===== src/rtl/conv_window_scheduler_pkg.sv =====
// Shared types and constants for the convolution window scheduler:
// FSM state encoding, default geometry and output-size derivation.
package conv_pkg;

    typedef enum logic [2:0] {
        ST_IDLE     = 3'd0,
        ST_FETCH    = 3'd1,
        ST_WAIT_ACC = 3'd2,
        ST_STORE    = 3'd3,
        ST_DONE     = 3'd4
    } state_e;

    localparam int DEF_IMG_W  = 18;
    localparam int DEF_IMG_H  = 18;
    localparam int DEF_K      = 3;
    localparam int DEF_ADDR_W = 10;
    localparam int DEF_COEF_W = 4;

    // Number of valid window positions along one image dimension.
    function automatic int out_dim(input int img, input int k);
        return img - k + 1;
    endfunction

    // Counter width able to index n positions; never narrower than one bit.
    function automatic int cnt_w(input int n);
        return (n <= 1) ? 1 : $clog2(n);
    endfunction

endpackage


===== src/rtl/conv_window_scheduler_if.sv =====
// Handshake and memory-read bundle between the window scheduler (master)
// and its surroundings: control pins, RAM/ROM read ports, MAC and FIFO.
interface conv_window_scheduler_if
    import conv_pkg::*;
#(
    parameter int ADDR_W = DEF_ADDR_W,
    parameter int COEF_W = DEF_COEF_W
);
    logic              start;
    logic              busy;
    logic              done;
    logic              ram_en;
    logic [ADDR_W-1:0] ram_addr;
    logic              rom_en;
    logic [COEF_W-1:0] rom_addr;
    logic              tap_valid;
    logic              tap_first;
    logic              tap_last;
    logic              acc_done;
    logic              fifo_full;
    logic              fifo_wr_en;

    modport master (
        input  start, acc_done, fifo_full,
        output busy, done, ram_en, ram_addr, rom_en, rom_addr,
               tap_valid, tap_first, tap_last, fifo_wr_en
    );

    modport slave (
        output start, acc_done, fifo_full,
        input  busy, done, ram_en, ram_addr, rom_en, rom_addr,
               tap_valid, tap_first, tap_last, fifo_wr_en
    );
endinterface


===== src/rtl/conv_window_scheduler_addr_gen.sv =====
// Input-RAM address generator: window base plus in-window row and column
// offsets, all maintained with adders so no multiplier is needed.
module window_addr_gen
    import conv_pkg::*;
#(
    parameter int IMG_W  = DEF_IMG_W,
    parameter int K      = DEF_K,
    parameter int OUT_W  = out_dim(DEF_IMG_W, DEF_K),
    parameter int ADDR_W = DEF_ADDR_W,
    parameter int COEF_W = DEF_COEF_W,
    parameter int COL_W  = cnt_w(OUT_W)
) (
    input  logic              clk,
    input  logic              reset,
    input  logic              clear,
    input  logic              step,
    input  logic              advance,
    input  logic [COEF_W-1:0] tap,
    input  logic [COL_W-1:0]  col,
    output logic [ADDR_W-1:0] ram_addr
);
    localparam logic [COEF_W-1:0] LAST_TAP  = COEF_W'(K * K - 1);
    localparam logic [COL_W-1:0]  LAST_COL  = COL_W'(OUT_W - 1);
    localparam logic [ADDR_W-1:0] J_LAST    = ADDR_W'(K - 1);
    localparam logic [ADDR_W-1:0] ROW_STEP  = ADDR_W'(IMG_W);
    // Moving from the last column to the next row start skips K-1 words plus one.
    localparam logic [ADDR_W-1:0] WRAP_STEP = ADDR_W'(K);

    logic [ADDR_W-1:0] base_r;
    logic [ADDR_W-1:0] row_off_r;
    logic [ADDR_W-1:0] col_off_r;

    // Base/offset registers: offsets walk the taps, base walks the windows.
    always_ff @(posedge clk or negedge reset) begin
        if (!reset) begin
            base_r    <= {ADDR_W{1'b0}};
            row_off_r <= {ADDR_W{1'b0}};
            col_off_r <= {ADDR_W{1'b0}};
        end else if (clear) begin
            base_r    <= {ADDR_W{1'b0}};
            row_off_r <= {ADDR_W{1'b0}};
            col_off_r <= {ADDR_W{1'b0}};
        end else begin
            if (step) begin
                if (tap == LAST_TAP) begin
                    row_off_r <= {ADDR_W{1'b0}};
                    col_off_r <= {ADDR_W{1'b0}};
                end else if (col_off_r == J_LAST) begin
                    row_off_r <= row_off_r + ROW_STEP;
                    col_off_r <= {ADDR_W{1'b0}};
                end else begin
                    col_off_r <= col_off_r + ADDR_W'(1);
                end
            end
            if (advance) begin
                base_r <= base_r + ((col == LAST_COL) ? WRAP_STEP : ADDR_W'(1));
            end
        end
    end

    assign ram_addr = base_r + row_off_r + col_off_r;

endmodule


===== src/rtl/conv_window_scheduler.sv =====
// Sweeps a KxK window over the input image, issues one RAM/ROM read per tap,
// waits for the MAC result and writes one FIFO entry per window position.
module conv_window_scheduler
    import conv_pkg::*;
#(
    parameter int IMG_W  = DEF_IMG_W,
    parameter int IMG_H  = DEF_IMG_H,
    parameter int K      = DEF_K,
    parameter int ADDR_W = DEF_ADDR_W,
    parameter int COEF_W = DEF_COEF_W
) (
    input  logic                     clk,
    input  logic                     reset,
    conv_window_scheduler_if.master  bus
);
    localparam int OUT_W = out_dim(IMG_W, K);
    localparam int OUT_H = out_dim(IMG_H, K);
    localparam int COL_W = cnt_w(OUT_W);
    localparam int ROW_W = cnt_w(OUT_H);

    localparam logic [COEF_W-1:0] LAST_TAP = COEF_W'(K * K - 1);
    localparam logic [COL_W-1:0]  LAST_COL = COL_W'(OUT_W - 1);
    localparam logic [ROW_W-1:0]  LAST_ROW = ROW_W'(OUT_H - 1);

    state_e             state_r;
    state_e             state_nx;
    logic [COEF_W-1:0]  tap_r;
    logic [COL_W-1:0]   col_r;
    logic [ROW_W-1:0]   row_r;
    logic               tap_valid_r;
    logic               tap_first_r;
    logic               tap_last_r;

    logic               load_s;
    logic               step_s;
    logic               adv_s;
    logic               wr_s;
    logic               fetch_s;
    logic               last_pos_s;
    logic [ADDR_W-1:0]  addr_s;

    assign fetch_s    = (state_r == ST_FETCH);
    assign last_pos_s = (row_r == LAST_ROW) && (col_r == LAST_COL);

    // State register.
    always_ff @(posedge clk or negedge reset) begin
        if (!reset) begin
            state_r <= ST_IDLE;
        end else begin
            state_r <= state_nx;
        end
    end

    // Next-state and strobe decode; acc_done only matters in WAIT_ACC.
    always_comb begin
        state_nx = state_r;
        load_s   = 1'b0;
        step_s   = 1'b0;
        adv_s    = 1'b0;
        wr_s     = 1'b0;
        case (state_r)
            ST_IDLE: begin
                if (bus.start) begin
                    load_s   = 1'b1;
                    state_nx = ST_FETCH;
                end else begin
                    state_nx = ST_IDLE;
                end
            end
            ST_FETCH: begin
                step_s = 1'b1;
                if (tap_r == LAST_TAP) begin
                    state_nx = ST_WAIT_ACC;
                end else begin
                    state_nx = ST_FETCH;
                end
            end
            ST_WAIT_ACC: begin
                if (bus.acc_done) begin
                    state_nx = ST_STORE;
                end else begin
                    state_nx = ST_WAIT_ACC;
                end
            end
            ST_STORE: begin
                if (bus.fifo_full) begin
                    state_nx = ST_STORE;
                end else begin
                    wr_s  = 1'b1;
                    adv_s = 1'b1;
                    if (last_pos_s) begin
                        state_nx = ST_DONE;
                    end else begin
                        state_nx = ST_FETCH;
                    end
                end
            end
            ST_DONE: begin
                state_nx = ST_IDLE;
            end
            default: begin
                state_nx = ST_IDLE;
            end
        endcase
    end

    // Tap, column and row counters.
    always_ff @(posedge clk or negedge reset) begin
        if (!reset) begin
            tap_r <= {COEF_W{1'b0}};
            col_r <= {COL_W{1'b0}};
            row_r <= {ROW_W{1'b0}};
        end else if (load_s) begin
            tap_r <= {COEF_W{1'b0}};
            col_r <= {COL_W{1'b0}};
            row_r <= {ROW_W{1'b0}};
        end else begin
            if (step_s) begin
                tap_r <= (tap_r == LAST_TAP) ? {COEF_W{1'b0}} : tap_r + COEF_W'(1);
            end
            if (adv_s) begin
                if (col_r == LAST_COL) begin
                    col_r <= {COL_W{1'b0}};
                    row_r <= row_r + ROW_W'(1);
                end else begin
                    col_r <= col_r + COL_W'(1);
                end
            end
        end
    end

    // Tap markers delayed one cycle to line up with RAM/ROM read data.
    always_ff @(posedge clk or negedge reset) begin
        if (!reset) begin
            tap_valid_r <= 1'b0;
            tap_first_r <= 1'b0;
            tap_last_r  <= 1'b0;
        end else begin
            tap_valid_r <= fetch_s;
            tap_first_r <= fetch_s && (tap_r == {COEF_W{1'b0}});
            tap_last_r  <= fetch_s && (tap_r == LAST_TAP);
        end
    end

    window_addr_gen #(
        .IMG_W  (IMG_W),
        .K      (K),
        .OUT_W  (OUT_W),
        .ADDR_W (ADDR_W),
        .COEF_W (COEF_W),
        .COL_W  (COL_W)
    ) u_addr_gen (
        .clk      (clk),
        .reset    (reset),
        .clear    (load_s),
        .step     (step_s),
        .advance  (adv_s),
        .tap      (tap_r),
        .col      (col_r),
        .ram_addr (addr_s)
    );

    assign bus.busy       = (state_r != ST_IDLE);
    assign bus.done       = (state_r == ST_DONE);
    assign bus.ram_en     = fetch_s;
    assign bus.rom_en     = fetch_s;
    assign bus.ram_addr   = fetch_s ? addr_s : {ADDR_W{1'b0}};
    assign bus.rom_addr   = fetch_s ? tap_r : {COEF_W{1'b0}};
    assign bus.tap_valid  = tap_valid_r;
    assign bus.tap_first  = tap_first_r;
    assign bus.tap_last   = tap_last_r;
    assign bus.fifo_wr_en = wr_s;

endmodule


===== src/flat_wrapper.sv =====
// flat-port wrapper written by rule: the top's interface ports become plain ports
module conv_window_scheduler_flat import conv_pkg::*;
#(
    parameter int IMG_W  = DEF_IMG_W,
    parameter int IMG_H  = DEF_IMG_H,
    parameter int K      = DEF_K,
    parameter int ADDR_W = DEF_ADDR_W,
    parameter int COEF_W = DEF_COEF_W
)
  (clk, reset, bus_start, bus_acc_done, bus_fifo_full, bus_busy, bus_done, bus_ram_en, bus_ram_addr, bus_rom_en, bus_rom_addr, bus_tap_valid, bus_tap_first, bus_tap_last, bus_fifo_wr_en);
  conv_window_scheduler_if #(.ADDR_W(ADDR_W), .COEF_W(COEF_W)) bus_i ();
  input  logic clk;
  input  logic reset;
  input wire logic [$bits(bus_i.start)-1:0] bus_start;
  input wire logic [$bits(bus_i.acc_done)-1:0] bus_acc_done;
  input wire logic [$bits(bus_i.fifo_full)-1:0] bus_fifo_full;
  output wire logic [$bits(bus_i.busy)-1:0] bus_busy;
  output wire logic [$bits(bus_i.done)-1:0] bus_done;
  output wire logic [$bits(bus_i.ram_en)-1:0] bus_ram_en;
  output wire logic [$bits(bus_i.ram_addr)-1:0] bus_ram_addr;
  output wire logic [$bits(bus_i.rom_en)-1:0] bus_rom_en;
  output wire logic [$bits(bus_i.rom_addr)-1:0] bus_rom_addr;
  output wire logic [$bits(bus_i.tap_valid)-1:0] bus_tap_valid;
  output wire logic [$bits(bus_i.tap_first)-1:0] bus_tap_first;
  output wire logic [$bits(bus_i.tap_last)-1:0] bus_tap_last;
  output wire logic [$bits(bus_i.fifo_wr_en)-1:0] bus_fifo_wr_en;
  assign bus_i.start = bus_start;
  assign bus_i.acc_done = bus_acc_done;
  assign bus_i.fifo_full = bus_fifo_full;
  assign bus_busy = bus_i.busy;
  assign bus_done = bus_i.done;
  assign bus_ram_en = bus_i.ram_en;
  assign bus_ram_addr = bus_i.ram_addr;
  assign bus_rom_en = bus_i.rom_en;
  assign bus_rom_addr = bus_i.rom_addr;
  assign bus_tap_valid = bus_i.tap_valid;
  assign bus_tap_first = bus_i.tap_first;
  assign bus_tap_last = bus_i.tap_last;
  assign bus_fifo_wr_en = bus_i.fifo_wr_en;
  conv_window_scheduler #(.IMG_W(IMG_W), .IMG_H(IMG_H), .K(K), .ADDR_W(ADDR_W), .COEF_W(COEF_W)) u_core (.clk(clk), .reset(reset), .bus(bus_i));
endmodule

===== config.mk =====
export PLATFORM = sky130hd
export DESIGN_NAME = conv_window_scheduler_flat
export DESIGN_NICKNAME = d
export VERILOG_FILES = /design/src/rtl/conv_window_scheduler_pkg.sv /design/src/rtl/conv_window_scheduler_if.sv /design/src/rtl/conv_window_scheduler_addr_gen.sv /design/src/rtl/conv_window_scheduler.sv /design/src/flat_wrapper.sv
export SDC_FILE = /design/constraint.sdc
export NUM_CORES = 1
export LEC_CHECK = 0
export ABC_AREA = 1
export CORE_MARGIN = 10
export CORE_UTILIZATION = 55
export CTS_CLUSTER_SIZE = 30
export DETAILED_ROUTE_END_ITERATION = 7
export HOLD_SLACK_MARGIN = 0.1
export PLACE_DENSITY = 0.88
export SLEW_MARGIN = 20
export SYNTH_ARGS = -nofsm -noshare
export SYNTH_HDL_FRONTEND = slang
export SYNTH_SLANG_ARGS = --single-unit

===== constraint.sdc =====
create_clock -name clk -period 4.1 [get_ports clk]
set_input_delay 0.41 -clock clk [delete_from_list [all_inputs] [get_ports clk]]
set_output_delay 0.41 -clock clk [all_outputs]
set_load 0.005 [all_outputs]

Word-level counts from Yosys, hierarchy flattened
Index checks and enable logic that the tools add are counted.
{ "word_totals": {"wordCells": 71, "output_inout_bits": 22, "in_bits": 5, "reg_bits": 48} }
{ "op_classes": {"n_eq_ne": 8, "add_sub_neg": 8, "muxes": 33, "reduce_logical": 12} }
{ "op_table": {"columns": ["cell", "count"], "rows": [
  ["10-bit two-way mux", 11],
  ["4-bit two-way mux", 10],
  ["10-bit adder", 2],
  ["4-bit by 1-bit adder with 4-bit output (second input constant)", 3],
  ["4-bit == test (second input constant)", 3],
  ["3-bit case mux with 4 select lines", 1],
  ["10-bit by 1-bit adder with 10-bit output (second input constant)", 1],
  ["10-bit by 2-bit adder with 10-bit output", 1],
  ["10-bit by 5-bit adder with 10-bit output (second input constant)", 1],
  ["10-bit by 2-bit == test with 1-bit output (second input constant)", 1],
  ["1-bit two-way mux", 7],
  ["3-bit by 2-bit == test with 1-bit output (second input constant)", 2],
  ["3-bit two-way mux", 2],
  ["2-bit nonzero test", 3],
  ["3-bit nonzero test", 2],
  ["4-bit logical NOT", 1],
  ["2-bit two-way mux", 2],
  ["2-bit AND reduction", 2],
  ["3-bit by 1-bit == test with 1-bit output (second input constant)", 1],
  ["3-bit == test (second input constant)", 1],
  ["1-bit logical AND", 3],
  ["3-bit logical NOT", 1]
]} }

Logic depth before layout (Yosys ltp)
{ "logic_depth": {"ltp_word": 5, "depth_mapped": 12, "depth_no_buf": 12} }

Hierarchy
Synthesis repeated with hierarchy kept, for this count alone.
{ "hier_totals": {"cells_unflattened": 435, "area_unflattened_um2": 3367.0} }
{ "by_module_without_submodules": {"columns": ["module", "seq_area_each_um2", "area_each_um2", "n_inst", "cells_per_inst"], "rows": [
  ["window_addr_gen", 725.7, 2273.4, 1, 285],
  ["conv_window_scheduler", 450.4, 1093.5, 1, 150]
]} }

Worst setup path after synthesis
Ideal clock, no wire load.
{ "synth_path": {"path_type": "reg2out", "from": "register u_core.u_addr_gen.base_r[1]", "to": "output bus_ram_addr[9]", "path_stages_with_launch": 11, "arrival_ns": 2.024, "t_required_ns": 3.690, "path_slack_ns": 1.666, "path_buffers": 0, "cell_sequence": "dfrtp_1 -> fa_1 -> ha_1 -> fa_1 -> nand3_1 -> nand2_1 -> nand2_1 -> nand3_1 -> nand2_1 -> nand2_1 -> nor2_1"} }
{ "synth_via": {"elab_chain_len": 3} }
{ "synth_lines": {"columns": ["item", "line", "source"], "rows": [
  ["start, declared", "conv_window_scheduler_addr_gen.sv:29", "logic [ADDR_W-1:0] base_r;"],
  ["start signal, assigned", "conv_window_scheduler_addr_gen.sv:36", "base_r <= {ADDR_W{1'b0}};"],
  ["start signal, assigned", "conv_window_scheduler_addr_gen.sv:40", "base_r <= {ADDR_W{1'b0}};"],
  ["start signal, assigned", "conv_window_scheduler_addr_gen.sv:56", "base_r <= base_r + ((col == LAST_COL) ? WRAP_STEP : ADDR_W'(1));"],
  ["10-bit adder (2 in a row)", "conv_window_scheduler_addr_gen.sv:61", "assign ram_addr = base_r + row_off_r + col_off_r;"],
  ["10-bit two-way mux", "conv_window_scheduler.sv:167", "assign bus.ram_addr = fetch_s ? addr_s : {ADDR_W{1'b0}};"],
  ["end, declared", "flat_wrapper.sv:20", "output wire logic [$bits(bus_i.ram_addr)-1:0] bus_ram_addr;"]
]} }
Every way passes these cells.

Final worst setup path
Ends and elaborated chain as after synthesis.

==> results.cfg <==
[outcome]
status = complete, no violations

[timing]
clock-skew-final_ns = 0.00869
post-route-period-util = 0.853
tightest_slew_ns = 0.612
fin_setup_tns_ns = 0
rsz0062_at_grt = no
setup_slack_ns = 0.601
report.final.slew_viol_count = 0
hold_viol = 0
setup_violations = 0
max_freq_mhz = 286
relSlewSlack = 0.592
period_minus_slack_ns = 3.50

[final_layout]
fin_nets = 456
drive_gt1_frac = 0.0871
fill_cells = 423
syn_to_final_growth_pct = 13.3
ff_latch_area_sq_um = 1180
stdcell_count = 497
antenna_cells = 0
fin_area_sq_um = 3620
multi_input_area_sq_um = 1790

[clocking]
cts_setup_buffers = 0
h-tree-depth = 2
clk_pin_slew_ns = 0.09
cts_sinks = 47
cts_root_buf = clkbuf_8
cts_buffer_depth = 2
cts_tree = done
ctsResizeCount = 0
insertion_delay_ns = 0.31
cts_hold_buf = 0
numCtsBuffers = 5

[drt]
avgRoutedWirePerCell_um = 15.6
drc = 0
dr.pass1.iters = 5
vias_per_cell = 5.84
drt_wl_total_um = 7750
antenna_left = 0
drt_iter0_drc = 272
vias = 2903

[power]
seqPwrFrac = 0.322
vdd_ir_drop_max_v = 0.000552
power.share.clock = 0.154
p_leak_uw = 0.00176
sw_frac_of_total = 0.438
power_density_nw_per_um2 = 646
power.internal_uw = 1320
switching_power_uw = 1030
combPwrFrac = 0.524

[floorplanning]
initial_utilization = 0.574
dieArea_sq_um = 9270
die_h_um = 96.3
fp.coreArea_sq_um = 5570
rows = 27
die_w_um = 96.3
io_pins = 27

[critical_path]
crit_slowest_cell = fa_1
regToRegStartpoint = u_core.state_r[2]
path_buf_inv = 1
cpPeakStageDelay_ns = 0.51
endpoint = bus_ram_addr[9]
r2r_cells = 7
arrival_ns = 3.09
crit_required_ns = 3.69
path_delay_family = adder cells
rrSetupSlack_ns = 2.05
path_depth = 11
worstReg2RegEnd = u_core.u_addr_gen.row_off_r[4]
critPathLaunchType = flop
endpoint_kind = primary output
crit_fanout = 4
crit_start = u_core.u_addr_gen.base_r[1]
path_cells = fa_1, ha_1, fa_1, nand3_1, nand2_1, nand2_1, nand3_1, nand2_1, nand2_1, nor2_1, clkdlybuf4s50_1
cp_common_cell = nand2_1
path_class = flop to primary output

[synthesis]
ys_seq_area_frac = 0.368
synth_ff_type = dfrtp_1
netlist_top_cells_count = nand2_1, inv_1, dfrtp_1, nor2_1, nand3_1
yosys_warnings = 0
yosysTopAreaCell = dfrtp_1
syn_area_per_cell_sq_um = 8.08
synth_most_common_cell = nand2_1
synth-edff-count = 0
ys_ff_latch = 47
synth.top_cell.area_share = 0.368
syn_nets = 428
synthTopCellsByArea = dfrtp_1, nand2_1, ha_1
synth_cells = 396
synth-async-reset-ratio = 1.00
post_synth_num_cell_types = 41
syn_area_sq_um = 3200

[min_path]
min_path_type = input pin to asynchronous set/reset pin

[place]
dp_hpwl_um = 5740
place_ws_ns = 0.997
place.port_buffers = 26
place_area_sq_um = 3500
gp_congestion = 0.900
placedCellCount = 489

[global_route]
grt_overflow_total = 0
grt_pass1_wl_um = 12700
antenna_found_initial = 0
grt_pass1_vias = 2740
grt_max_degree = 48
grt_usage = 0.173

[job]
maxCapViolations = 0
## per-stage QoR
stage                     hold WS, ns  total power, uW   util
after floorplan                 0.114             1510      -
after global placement          0.484             1920  0.629
after detailed placement        0.492             1970  0.629
after CTS                       0.337             2340  0.650
after global routing            0.161             2530  0.650
final                           0.109             2340  0.650
## worst reg2reg max path: stages, from the launching register on
cell     delay, ns
dfrtp_1       0.47
nor2_2        0.21
nand3_2       0.47
nand2_2       0.30
nor2_1        0.10
nor2_2        0.26
nand2_1       0.08
o21ai_1       0.08
## placed cells by master, fill, tap and decap left out, drive strengths merged
| cell | n |
|---|---|
| a211oi | 1 |
| a21boi | 1 |
| a21o | 1 |
| a21oi | 19 |
| a22o | 2 |
| and3 | 1 |
| buf | 1 |
| bufinv | 1 |
| clkbuf | 6 |
| clkdlybuf4s50 | 25 |
| clkinv | 2 |
| dfrtp | 47 |
| fa | 10 |
| ha | 17 |
| inv | 50 |
| nand2 | 84 |
| nand3 | 29 |
| nand3b | 1 |
| nand4 | 16 |
| nor2 | 48 |
| nor3 | 9 |
| nor3b | 3 |
| o21a | 4 |
| o21ai | 32 |
| o21bai | 2 |
| o22ai | 2 |
| o31ai | 1 |
| or2 | 1 |
| xnor2 | 4 |
| xor2 | 5 |
## final cells by class
type / count / area share
sequential: 47 / 0.325
multi-input combinational: 293 / 0.493
clock inverter: 2 / 0.00967
tap: 72 / 0.0249
timing repair buffer: 26 / 0.0711
inverter: 51 / 0.0539
clock buffer: 6 / 0.0228
## flip-flops by register name, summed over array words and instances (netlist names)
| register | count |
|---|---|
| u_core.col_r | 4 |
| u_core.u_addr_gen.base_r | 10 |
| u_core.bus.tap_valid | 1 |
| u_core.row_r | 4 |
| u_core.u_addr_gen.row_off_r | 9 |
| u_core.tap_r | 4 |
| u_core.u_addr_gen.col_off_r | 10 |
| u_core.bus.tap_first | 1 |
| u_core.state_r | 3 |
| u_core.bus.tap_last | 1 |
## cells by family after synthesis
kind of cell,after synthesis,share of synthesized area
and+or+nand+nor,192,0.286
AOI/OAI and AO/OA,65,0.119
buffers and inverters,56,0.0736
DFF,47,0.368
adders and majority gates,27,0.129
xor gates and xnor gates,9,0.0246
## per-layer routing
metal | GRT usage | vias to the layer above | wire length, um
met4 | 0.0725 | 0 | 228
met5 | 0 | - | 0
met2 | 0.280 | 111 | 3740
li1 | - | 1371 | -
met3 | 0.0342 | 23 | 516
met1 | 0.220 | 1398 | 3260
## power groups by stage
stage,clock (uW),sequential (uW),combinational (uW)
after floorplan,0,715,795
after detailed placement,0,756,1210
after CTS,363,750,1230
after global routing,384,772,1380
after global placement,0,748,1170
final,360,755,1230
## how the worst min path moves through the flow
stage                                           to  slack (ns)  depth (start not counted)
CTS                 u_core.u_addr_gen.row_off_r[2]        0.34                          1
global placement                   u_core.col_r[2]        0.48                          1
global route                       u_core.col_r[1]        0.16                          1
detailed placement                 u_core.col_r[2]        0.49                          1
floorplan                     u_core.bus.tap_first        0.11                          0
finish                 u_core.u_addr_gen.base_r[8]        0.11                          1
Note: power is estimated with default switching activity, not from simulation.
